**config.mk**
```make
export PLATFORM = sky130hd
export DESIGN_NAME = cache_axi_arbiter
export DESIGN_NICKNAME = d
export VERILOG_FILES = /design/src/rtl/cache_axi_arbiter.sv
export SDC_FILE = /design/constraint.sdc
export NUM_CORES = 1
export LEC_CHECK = 0
export ABC_AREA = 1
export CORE_AREA = 4 4 188 190
export DETAILED_ROUTE_END_ITERATION = 6
export DIE_AREA = 0 0 192 194
export PLACE_DENSITY = 0.74
export RECOVER_POWER = 50
export SLEW_MARGIN = 25
export SYNTH_ARGS = -nofsm -noshare
export SYNTH_HDL_FRONTEND = slang
export SYNTH_SLANG_ARGS = --single-unit
```
**constraint.sdc**
```tcl
create_clock -name clk -period 5.55 [get_ports clk]
set_clock_uncertainty 0.15 [all_clocks]
set_input_delay 0.8325 -clock clk [delete_from_list [all_inputs] [get_ports clk]]
set_output_delay 0.8325 -clock clk [all_outputs]
set_load 0.01 [all_outputs]
```
**src/rtl/cache_axi_arbiter.sv**
```systemverilog
// Arbitrates ICache/DCache refill reads and DCache writes onto one AXI3 master port.
// Define ARB_RR_EN for round-robin read selection; otherwise DCache has fixed priority.
module cache_axi_arbiter #(
  parameter int         LINE_WORDS = 4,
  parameter logic [3:0] ICACHE_ID  = 4'd0,
  parameter logic [3:0] DCACHE_ID  = 4'd1
) (
  input  logic                         clk,
  input  logic                         reset,
  // ICache read port
  input  logic                         ic_rd_req,
  input  logic                         ic_rd_type,
  input  logic [31:0]                  ic_rd_addr,
  output logic                         ic_rd_rdy,
  output logic                         ic_ret_valid,
  output logic                         ic_ret_last,
  output logic [31:0]                  ic_ret_data,
  // DCache read port
  input  logic                         dc_rd_req,
  input  logic                         dc_rd_type,
  input  logic [31:0]                  dc_rd_addr,
  output logic                         dc_rd_rdy,
  output logic                         dc_ret_valid,
  output logic                         dc_ret_last,
  output logic [31:0]                  dc_ret_data,
  // DCache write port
  input  logic                         dc_wr_req,
  input  logic                         dc_wr_type,
  input  logic [31:0]                  dc_wr_addr,
  input  logic [3:0]                   dc_wr_wstrb,
  input  logic [32*LINE_WORDS-1:0]     dc_wr_data,
  output logic                         dc_wr_rdy,
  // AXI read address / data
  output logic [3:0]                   arid,
  output logic [31:0]                  araddr,
  output logic [7:0]                   arlen,
  output logic [2:0]                   arsize,
  output logic                         arvalid,
  input  logic                         arready,
  input  logic [3:0]                   rid,
  input  logic [31:0]                  rdata,
  input  logic                         rlast,
  input  logic                         rvalid,
  output logic                         rready,
  // AXI write address / data / response
  output logic [31:0]                  awaddr,
  output logic [7:0]                   awlen,
  output logic [2:0]                   awsize,
  output logic                         awvalid,
  input  logic                         awready,
  output logic [31:0]                  wdata,
  output logic [3:0]                   wstrb,
  output logic                         wlast,
  output logic                         wvalid,
  input  logic                         wready,
  input  logic                         bvalid,
  output logic                         bready,
  // FSM state observation
  output logic [1:0]                   dbg_r_state,
  output logic [1:0]                   dbg_w_state
);

  // Handshake rule on every channel: a transfer happens in a cycle where valid
  // and ready are both high at the rising edge; once raised, valid and its
  // payload hold until that cycle. *_rd_rdy / dc_wr_rdy mark request acceptance.

  localparam int              BW        = (LINE_WORDS > 1) ? $clog2(LINE_WORDS) : 1;
  localparam int              OFF       = BW + 2;
  localparam logic [7:0]      LINE_LEN  = 8'(LINE_WORDS - 1);
  localparam logic [BW-1:0]   LAST_BEAT = BW'(LINE_WORDS - 1);

  typedef enum logic [1:0] {R_IDLE, R_AR, R_DATA} r_state_t;
  typedef enum logic [1:0] {W_IDLE, W_AW, W_DATA, W_RESP} w_state_t;

  r_state_t r_state, r_state_next;
  w_state_t w_state, w_state_next;

  logic [31:0]   r_addr;
  logic          r_type;
  logic          r_is_dc;

  logic [31:0]   w_addr;
  logic          w_type;
  logic [3:0]    w_strb;
  logic [31:0]   w_words [LINE_WORDS];
  logic [BW-1:0] w_beat;

  logic              hz_valid;
  logic [31:OFF]     hz_line;
  logic              ic_elig, dc_elig;
  logic              grant_dc, grant_ic;
  logic              r_idle_ok;
  logic              rd_beat;

  assign dbg_r_state = r_state;
  assign dbg_w_state = w_state;

  // Hazard line: the buffered write, or the write being accepted this cycle.
  always_comb begin
    hz_valid = 1'b0;
    hz_line  = '0;
    if (w_state != W_IDLE) begin
      hz_valid = 1'b1;
      hz_line  = w_addr[31:OFF];
    end else if (dc_wr_req) begin
      hz_valid = 1'b1;
      hz_line  = dc_wr_addr[31:OFF];
    end
  end

  assign ic_elig = ic_rd_req && !(hz_valid && (ic_rd_addr[31:OFF] == hz_line));
  assign dc_elig = dc_rd_req && !(hz_valid && (dc_rd_addr[31:OFF] == hz_line));

`ifdef ARB_RR_EN
  logic last_grant_dc;

  always_ff @(posedge clk) begin
    if (reset)
      last_grant_dc <= 1'b0;
    else if (ic_rd_rdy || dc_rd_rdy)
      last_grant_dc <= dc_rd_rdy;
  end

  assign grant_dc = dc_elig && (!ic_elig || !last_grant_dc);
`else
  assign grant_dc = dc_elig;
`endif
  assign grant_ic = ic_elig && !grant_dc;

  assign r_idle_ok = (r_state == R_IDLE) && !reset;
  assign ic_rd_rdy = r_idle_ok && grant_ic;
  assign dc_rd_rdy = r_idle_ok && grant_dc;

  // ---------------- read FSM ----------------
  always_ff @(posedge clk) begin
    if (reset) r_state <= R_IDLE;
    else       r_state <= r_state_next;
  end

  always_comb begin
    r_state_next = r_state;
    arvalid      = 1'b0;
    rready       = 1'b0;
    unique case (r_state)
      R_IDLE: if (ic_rd_rdy || dc_rd_rdy) r_state_next = R_AR;
      R_AR: begin
        arvalid = 1'b1;
        if (arready) r_state_next = R_DATA;
      end
      R_DATA: begin
        rready = 1'b1;
        if (rvalid && rlast) r_state_next = R_IDLE;
      end
      default: r_state_next = R_IDLE;
    endcase
  end

  always_ff @(posedge clk) begin
    if (reset) begin
      r_addr  <= '0;
      r_type  <= 1'b0;
      r_is_dc <= 1'b0;
    end else if (dc_rd_rdy) begin
      r_addr  <= dc_rd_addr;
      r_type  <= dc_rd_type;
      r_is_dc <= 1'b1;
    end else if (ic_rd_rdy) begin
      r_addr  <= ic_rd_addr;
      r_type  <= ic_rd_type;
      r_is_dc <= 1'b0;
    end
  end

  assign arid   = r_is_dc ? DCACHE_ID : ICACHE_ID;
  assign araddr = r_addr;
  assign arlen  = r_type ? LINE_LEN : 8'd0;
  assign arsize = 3'd2;

  // Return beats are steered by rid straight through to the owning cache.
  assign rd_beat      = rready && rvalid;
  assign ic_ret_valid = rd_beat && (rid == ICACHE_ID);
  assign dc_ret_valid = rd_beat && (rid == DCACHE_ID);
  assign ic_ret_last  = ic_ret_valid && rlast;
  assign dc_ret_last  = dc_ret_valid && rlast;
  assign ic_ret_data  = rdata;
  assign dc_ret_data  = rdata;

  // ---------------- write FSM ----------------
  always_ff @(posedge clk) begin
    if (reset) w_state <= W_IDLE;
    else       w_state <= w_state_next;
  end

  always_comb begin
    w_state_next = w_state;
    dc_wr_rdy    = 1'b0;
    awvalid      = 1'b0;
    wvalid       = 1'b0;
    bready       = 1'b0;
    unique case (w_state)
      W_IDLE: begin
        dc_wr_rdy = !reset;
        if (dc_wr_req) w_state_next = W_AW;
      end
      W_AW: begin
        awvalid = 1'b1;
        if (awready) w_state_next = W_DATA;
      end
      W_DATA: begin
        wvalid = 1'b1;
        if (wready && wlast) w_state_next = W_RESP;
      end
      W_RESP: begin
        bready = 1'b1;
        if (bvalid) w_state_next = W_IDLE;
      end
      default: w_state_next = W_IDLE;
    endcase
  end

  always_ff @(posedge clk) begin
    if (reset) begin
      w_addr <= '0;
      w_type <= 1'b0;
      w_strb <= '0;
      w_beat <= '0;
      for (int i = 0; i < LINE_WORDS; i++) w_words[i] <= '0;
    end else begin
      if (dc_wr_rdy && dc_wr_req) begin
        w_addr <= dc_wr_addr;
        w_type <= dc_wr_type;
        w_strb <= dc_wr_type ? 4'hF : dc_wr_wstrb;
        w_beat <= '0;
        for (int i = 0; i < LINE_WORDS; i++) w_words[i] <= dc_wr_data[32*i +: 32];
      end
      if (wvalid && wready) w_beat <= w_beat + 1'b1;
    end
  end

  assign awaddr = w_addr;
  assign awlen  = w_type ? LINE_LEN : 8'd0;
  assign awsize = 3'd2;
  assign wdata  = w_words[w_beat];
  assign wstrb  = w_strb;
  assign wlast  = (w_beat == (w_type ? LAST_BEAT : '0));

  // Channel stability: payload may not change while valid waits for ready.
  a_ar_hold: assert property (@(posedge clk) disable iff (reset)
    (arvalid && !arready) |=> (arvalid && $stable(araddr) && $stable(arlen) && $stable(arid)));
  a_aw_hold: assert property (@(posedge clk) disable iff (reset)
    (awvalid && !awready) |=> (awvalid && $stable(awaddr) && $stable(awlen)));
  a_w_hold: assert property (@(posedge clk) disable iff (reset)
    (wvalid && !wready) |=> (wvalid && $stable(wdata) && $stable(wlast) && $stable(wstrb)));
  a_one_grant: assert property (@(posedge clk) !(ic_rd_rdy && dc_rd_rdy));

endmodule

```
==> results of run 1 <==
-- metal layers --
metal	vias to the layer above	track usage, %	share of wire [%]
met1	5194	24.8	37
li1	5369	-	-
met3	100	8.37	13
met5	-	0	0.13
met4	8	7.47	3.8
met2	542	35.9	47
-- kinds of logic (layout without fill, tap and decap cells) --
logic type / Yosys count / count (layout) / share of synthesized area, %
other: 2 / 23 / 0.0649
adders and majority gates: 5 / 5 / 0.541
DFF: 207 / 207 / 46.9
and+or+nand+nor: 785 / 785 / 28.8
buffers and inverters: 377 / 635 / 16.0
AOI/OAI and AO/OA: 166 / 166 / 7.75
-- flip-flops by register name (all words and copies together) (netlist names), named ones only --
signal and count:
r_is_dc 1, wstrb 4, dbg_r_state 2, r_type 1, dbg_w_state 2, w_type 1
araddr 32, awaddr 32, w_words 128, w_beat 2
-- cell type report --
cell class,count,area share (%)
Clock buffer,29,4.07
Multi-Input combinational cell,977,27.8
Clock inverter,16,0.994
Inverter,205,4.92
Timing Repair Buffer,385,24.1
Tap cell,448,3.56
Sequential cell,207,34.5
Antenna cell,2,0.0318
-- path summary, 6_finish.rpt --
path	start	endpoint	slack, ns	cells past startpoint
max	dbg_w_state[0]	w_words[1][8]	0.60	10
min	araddr[22]	araddr[22]	0.33	2
max reg2reg	dbg_w_state[0]	w_words[1][8]	0.60	10
min reg2reg	araddr[22]	araddr[22]	0.33	2
-- placed cells by master, fill, tap and decap left out, drive strengths merged, types with 40 or more instances in the layout --
cell / n
nand2: 364
clkdlybuf4s50: 281
nor2: 227
inv: 205
edfxtp: 128
nand3: 128
o21ai: 86
dlygate4sd3: 85
dfxtp: 79
a21oi: 40
-- worst min-delay path: cells and delay by family (launching register included) --
| family | cells | cell delay (ns) |
|---|---|---|
| and+or+nand+nor | 1 | 0.07 |
| DFF | 1 | 0.30 |
| AOI/OAI and AO/OA | 1 | 0.06 |
-- metrics by stage --
stage | hold WS, ns | worst slack (ns)
detailed placement | 0.328 | 0.750
CTS | 0.336 | 0.736
global placement | 0.310 | 0.736
global route | 0.351 | 0.279
finish | 0.333 | 0.602
floorplan | 0.294 | 1.96
-- power by group through the flow --
stage | combinational (W) | sequential [W] | clock [W]
2_1_floorplan | 0.00110 | 0.00216 | 0
3_3_place_gp | 0.00191 | 0.00216 | 0
3_5_place_dp | 0.00193 | 0.00217 | 0
4_1_cts | 0.00194 | 0.00214 | 0.00166
5_1_grt | 0.00208 | 0.00217 | 0.00172
6_report | 0.00189 | 0.00214 | 0.00160
==> results.json, run 1 <==
{
  "vias_per_cell": 4.94,
  "die-width_um": 192,
  "finalPower_w": 0.00563,
  "postSynth.asyncResetShare_pct": 0,
  "place_congestion": 0.948,
  "synth_warnings": 0,
  "ys_ff_latch": 207,
  "cts_root_buf": "clkbuf_16",
  "grt_pass1_wl_um": 63100,
  "hold_class": "flip-flop to flip-flop",
  "cp_data_arrival_time_ns": 5.16,
  "slew_headroom_pct": -30.5,
  "grt_max_degree": 80,
  "intPower_w": 0.00373,
  "htree_levels": 1,
  "start_util_pct": 34.6,
  "critical_path.slowest_cell": "clkbuf_1",
  "nNetsFinal": 2084,
  "synth_common_cells": "359 x nand2_1, 227 x nor2_1, 201 x inv_1",
  "syn_to_final_growth_pct": 36.0,
  "synth_edf_count": 128,
  "irDropWorstVdd_v": 0.000209,
  "yosysTopAreaCellShare_pct": 33.2,
  "antenna_found_initial": 4,
  "fin_cells": 2269,
  "p_clk_share_pct": 28.5,
  "holdBufCountCts": 0,
  "outcome": "finished with violations",
  "dp_cells": 2222,
  "cpPeakStageDelay_ns": 1.42,
  "numPortBuffers": 367,
  "p_per_area_nw_per_um2": 358,
  "end_kind": "flip-flop",
  "drtIter0Drc": 745,
  "finalWirelength_um": 42100,
  "critPathTopFamily": "buffers and inverters",
  "critPathKind": "flip-flop to flip-flop",
  "post-route-period-util_pct": 89.1,
  "grt_pass1_vias": 11100,
  "synth-main-ff-cell": "edfxtp_1",
  "multiInputGateArea_um2": 4370,
  "cts_setup_buffers": 0,
  "cp_max_fo": 51,
  "clock_latency_ns": 0.51,
  "fin_util_pct": 47.0,
  "num_vias": 11200,
  "clkSlewWorstSetupHoldPaths_ns": 0.06,
  "overflow": 0,
  "cp_num_buf_inv": 6,
  "seqPwrFrac_pct": 38.0,
  "ioPinCount": 485,
  "cts_tree": "built",
  "drv_slew": 74,
  "finalSetupTns_ns": 0,
  "combPwrFrac_pct": 33.5,
  "swShare_pct": 33.7,
  "rows": 67,
  "worst_pin_slew_ns": 1.96,
  "yosysMostFrequentCell": "nand2_1",
  "setup-violations-final": 0,
  "synth_area_um2": 11600,
  "cts_made_buffers": 25,
  "crit_path_start_kind": "flip-flop",
  "postSynthAreaPerCell_um2": 7.50,
  "chipHeight_um": 194,
  "fillers": 3268,
  "dieArea_um2": 37200,
  "ys_seq_area_share_pct": 46.9,
  "hpwl_um": 31100,
  "crit_chain": "inv_1 -> ha_1 -> buf_4 -> nand2_1 -> clkbuf_1 -> nor2_2 -> clkbuf_1 -> inv_4 -> buf_4 -> nor2_1",
  "max_freq_mhz": 202,
  "cts_buffer_depth": 3,
  "drc": 0,
  "wl_per_cell_um": 18.6,
  "fin_area_um2": 15700,
  "drtPass1Iterations": 5,
  "hold_viol_final": 0,
  "violations": "max-capacitance violations, max-slew violations",
  "post_dp_cell_area_um2": 15000,
  "cp.required_ns": 5.76,
  "p_switching_w": 0.00190,
  "yosysUniqueCellTypes": 31,
  "drive_above_1_share_pct": 3.52,
  "clock-sinks": 207,
  "p_leak_nw": 7.27,
  "drtAntennaViolNets": 0,
  "synth_largest_area_cell": "edfxtp_1",
  "period_minus_slack_ns": 4.95,
  "rsz0062_at_grt": "false",
  "cts_resized": 0,
  "cap_violations": 2,
  "grt_use_total_pct": 21.4,
  "seqCellArea_um2": 5430,
  "syn_inst": 1542,
  "coreArea_um2": 33400,
  "ys_top_cells_by_area": "edfxtp_1 33%, dfxtp_1 14%, nand2_1 12%"
}
(Power assumes the default switching activity.)
==> run 2: changes to the inputs <==
- MAX_ROUTING_LAYER: unset -> met4
==> run 2 against run 1 <==
  * The run now fails in detailed routing (5_2_route)
  * Synthesized cell count did not move
  * Global-route usage up 1.2 points
  * Synthesized area did not move
==> results.json, run 2 <==
{
  "synth_edf_count": 128,
  "synth_area_um2": 11600,
  "rows": 67,
  "cts_root_buf": "clkbuf_16",
  "postSynthAreaPerCell_um2": 7.50,
  "yosysMostFrequentCell": "nand2_1",
  "cts_buffer_depth": 3,
  "grt_use_total_pct": 22.6,
  "cts_setup_buffers": 0,
  "die-width_um": 192,
  "stop_stage": "detailed routing (5_2_route)",
  "place_congestion": 0.970,
  "synth_warnings": 0,
  "grt_pass1_vias": 11100,
  "ys_ff_latch": 207,
  "stop_error": "[ERROR DRT-0255] Maze Route cannot find path of net rdata[30] in worker of routeBox ( 144900 96600 ) ( 192000 144900 ).",
  "yosysTopAreaCellShare_pct": 33.2,
  "ioPinCount": 485,
  "chipHeight_um": 194,
  "synth_common_cells": "359 x nand2_1, 227 x nor2_1, 201 x inv_1",
  "syn_inst": 1542,
  "antenna_found_initial": 4,
  "holdBufCountCts": 0,
  "ys_seq_area_share_pct": 46.9,
  "htree_levels": 1,
  "outcome": "did not finish",
  "numPortBuffers": 367,
  "synth-main-ff-cell": "edfxtp_1",
  "clock-sinks": 207,
  "cts_resized": 0,
  "synth_largest_area_cell": "edfxtp_1",
  "preCtsSetupSlack_ns": 1.11,
  "grt_pass1_wl_um": 64300,
  "yosysUniqueCellTypes": 31,
  "grt_max_degree": 78,
  "postSynth.asyncResetShare_pct": 0,
  "cts_made_buffers": 25,
  "overflow": 0,
  "hpwl_um": 31500,
  "ys_top_cells_by_area": "edfxtp_1 33%, dfxtp_1 14%, nand2_1 12%",
  "start_util_pct": 34.6
}
==> run 2: cell counts after synthesis <==
No cell type changed its count.
==> run 2: metrics by stage <==
stage               area [um2]  cells
detailed placement       15000   2222
floorplan                11600   1561
CTS                      15700   2266
global placement         15000   2222
global route             15700   2270
==> run 2: logic make-up after synthesis <==
| kind of cell | synth area share [%] |
|---|---|
| AO/OA/AOI/OAI | 7.75 |
| adder cells (fa/ha/maj) | 0.541 |
| buffers and inverters | 16.0 |
| flip-flops | 46.9 |
| other | 0.0649 |
| AND/OR/NAND/NOR | 28.8 |
==> run 2: layer usage <==
layer,track usage [%]
met5,-
met4,5.71
met3,6.90
met2,37.9
met1,26.4
==> run 3: changes to the inputs <==
- CORE_AREA: 4 4 188 190 -> unset
- CORE_MARGIN: unset -> 4
- CORE_UTILIZATION: unset -> 30
- DIE_AREA: 0 0 192 194 -> unset
- MAX_ROUTING_LAYER: met4 -> unset
- PLACE_DENSITY: 0.74 -> unset
- PLACE_DENSITY_LB_ADDON: unset -> 0.15
- clock period: 5.55 -> 7.2 ns (I/O delays scaled with it)
==> run 3 against run 2 <==
  * The flow now finishes, with violations (max-capacitance violations, max-slew violations)
  * Global-route usage decreased by 2.9 points
==> results.json, run 3 (synthesis gave the netlist of run 1 again) <==
{
  "outcome": "finished with violations",
  "violations": "max-capacitance violations, max-slew violations",
  "critical_path.slowest_cell": "ha_2",
  "cp_data_arrival_time_ns": 5.05,
  "drtAntennaViolNets": 0,
  "rsz0062_at_grt": "false",
  "irDropWorstVdd_v": 0.000163,
  "coreArea_um2": 37800,
  "finalSetupTns_ns": 0,
  "clkSlewWorstSetupHoldPaths_ns": 0.06,
  "wl_per_cell_um": 18.5,
  "drc": 0,
  "cp.required_ns": 5.97,
  "antenna_found_initial": 10,
  "crit_path_start_kind": "flip-flop",
  "p_leak_nw": 7.29,
  "syn_to_final_growth_pct": 37.1,
  "cts_buffer_depth": 3,
  "numPortBuffers": 367,
  "ioPinCount": 485,
  "finalWirelength_um": 43100,
  "finalPower_w": 0.00444,
  "max_flop_register": "w_words",
  "hold_class": "flip-flop to flip-flop",
  "vias_per_cell": 4.69,
  "cts_made_buffers": 26,
  "worst_pin_slew_ns": 3.86,
  "chipHeight_um": 204,
  "largest_reg_flops": 128,
  "period_minus_slack_ns": 6.28,
  "cts_tree": "built",
  "place_congestion": 0.887,
  "grt_max_degree": 146,
  "holdBufCountCts": 0,
  "die-width_um": 204,
  "hold_viol_final": 0,
  "htree_levels": 1,
  "cts_resized": 0,
  "final_cell_mix": "359 x nand2_1, 282 x clkdlybuf4s50_1, 226 x nor2_1",
  "rows": 71,
  "drive_above_1_share_pct": 3.80,
  "crit_chain": "inv_1 -> ha_2 -> nand2_1 -> inv_2 -> nand2_1 -> nand2_1 -> nand2_1 -> nand2_1 -> nor2_1 -> nand3_1 -> nor2_1 -> nand2_2 -> buf_4 -> nand2_2 -> nand2_4 -> inv_1 -> clkdlybuf4s50_1",
  "critPathKind": "flip-flop to primary output",
  "clock-sinks": 207,
  "nNetsFinal": 2079,
  "holdWs_ns": 0.319,
  "drv_slew": 146,
  "grt_pass1_vias": 10800,
  "path_common_cell": "nand2_1",
  "cts_root_buf": "clkbuf_16",
  "cap_violations": 1,
  "setup-violations-final": 0,
  "overflow": 0,
  "cts_setup_buffers": 0,
  "hpwl_um": 30700,
  "final_common_cell": "nand2_1",
  "p_per_area_nw_per_um2": 280,
  "max_freq_mhz": 159,
  "drtPass1Iterations": 5,
  "dieArea_um2": 41800,
  "clock_latency_ns": 0.54,
  "grt_use_total_pct": 19.6,
  "end_kind": "primary output",
  "num_vias": 10900,
  "drtIter0Drc": 667,
  "start_util_pct": 30.6,
  "cpPeakStageDelay_ns": 0.85,
  "post-route-period-util_pct": 87.3,
  "cp_max_fo": 43,
  "grt_pass1_wl_um": 64300,
  "slew_headroom_pct": -157
}
## run 3: metal layers
metal  share of wire [%]  track usage [%]  wire length [um]  vias to the layer above
met3                 7.1             4.79              3060                       71
li1                    -                -                 -                     5353
met5                0.26                0               112                        -
met2                  48             33.0             20600                      381
met4                 3.1             5.31              1330                       16
met1                  42             25.3             18100                     5093
## run 3: critical path, delay by kind of cell (launching register included)
family	cells	cell delay [ns]
simple gates	11	1.81
fa+ha+maj	1	0.85
flops	1	0.34
buf+inv	5	1.46
## run 3: cell type report
class	instances	area, um2
multi-input combinational	977	4380
tap	511	639
inverter	205	774
sequential	207	5430
clock buffer	40	783
fill	3899	22000
clock inverter	8	90.1
antenna	2	5.00
timing repair buffer	379	3760
## run 3: final timing paths
kind	from	endpoint	slack, ns	cells after the start
worst max-delay path	dbg_w_state[0]	ic_rd_rdy	0.92	17
worst min-delay path	awaddr[1]	awaddr[1]	0.32	2
worst max register to register	dbg_w_state[0]	w_words[0][8]	1.42	5
worst min register to register	awaddr[1]	awaddr[1]	0.32	2
## run 3: where the power goes
part	internal, W	switching (W)	total, W
clock	0.000787	0.000542	0.00133
combinational	0.000587	0.000877	0.00146
sequential	0.00156	0.0000901	0.00165
## run 3: stage by stage
step	std cells	cell area, um2	util (%)	worst slack, ns
2_1_floorplan	1561	11600	-	1.38
3_5_place_dp	2279	15000	39.6	1.25
6_report	2329	15900	41.9	0.917
5_1_grt	2328	15900	41.9	0.485
4_1_cts	2327	15900	41.9	1.05
3_3_place_gp	2279	15000	39.6	1.28
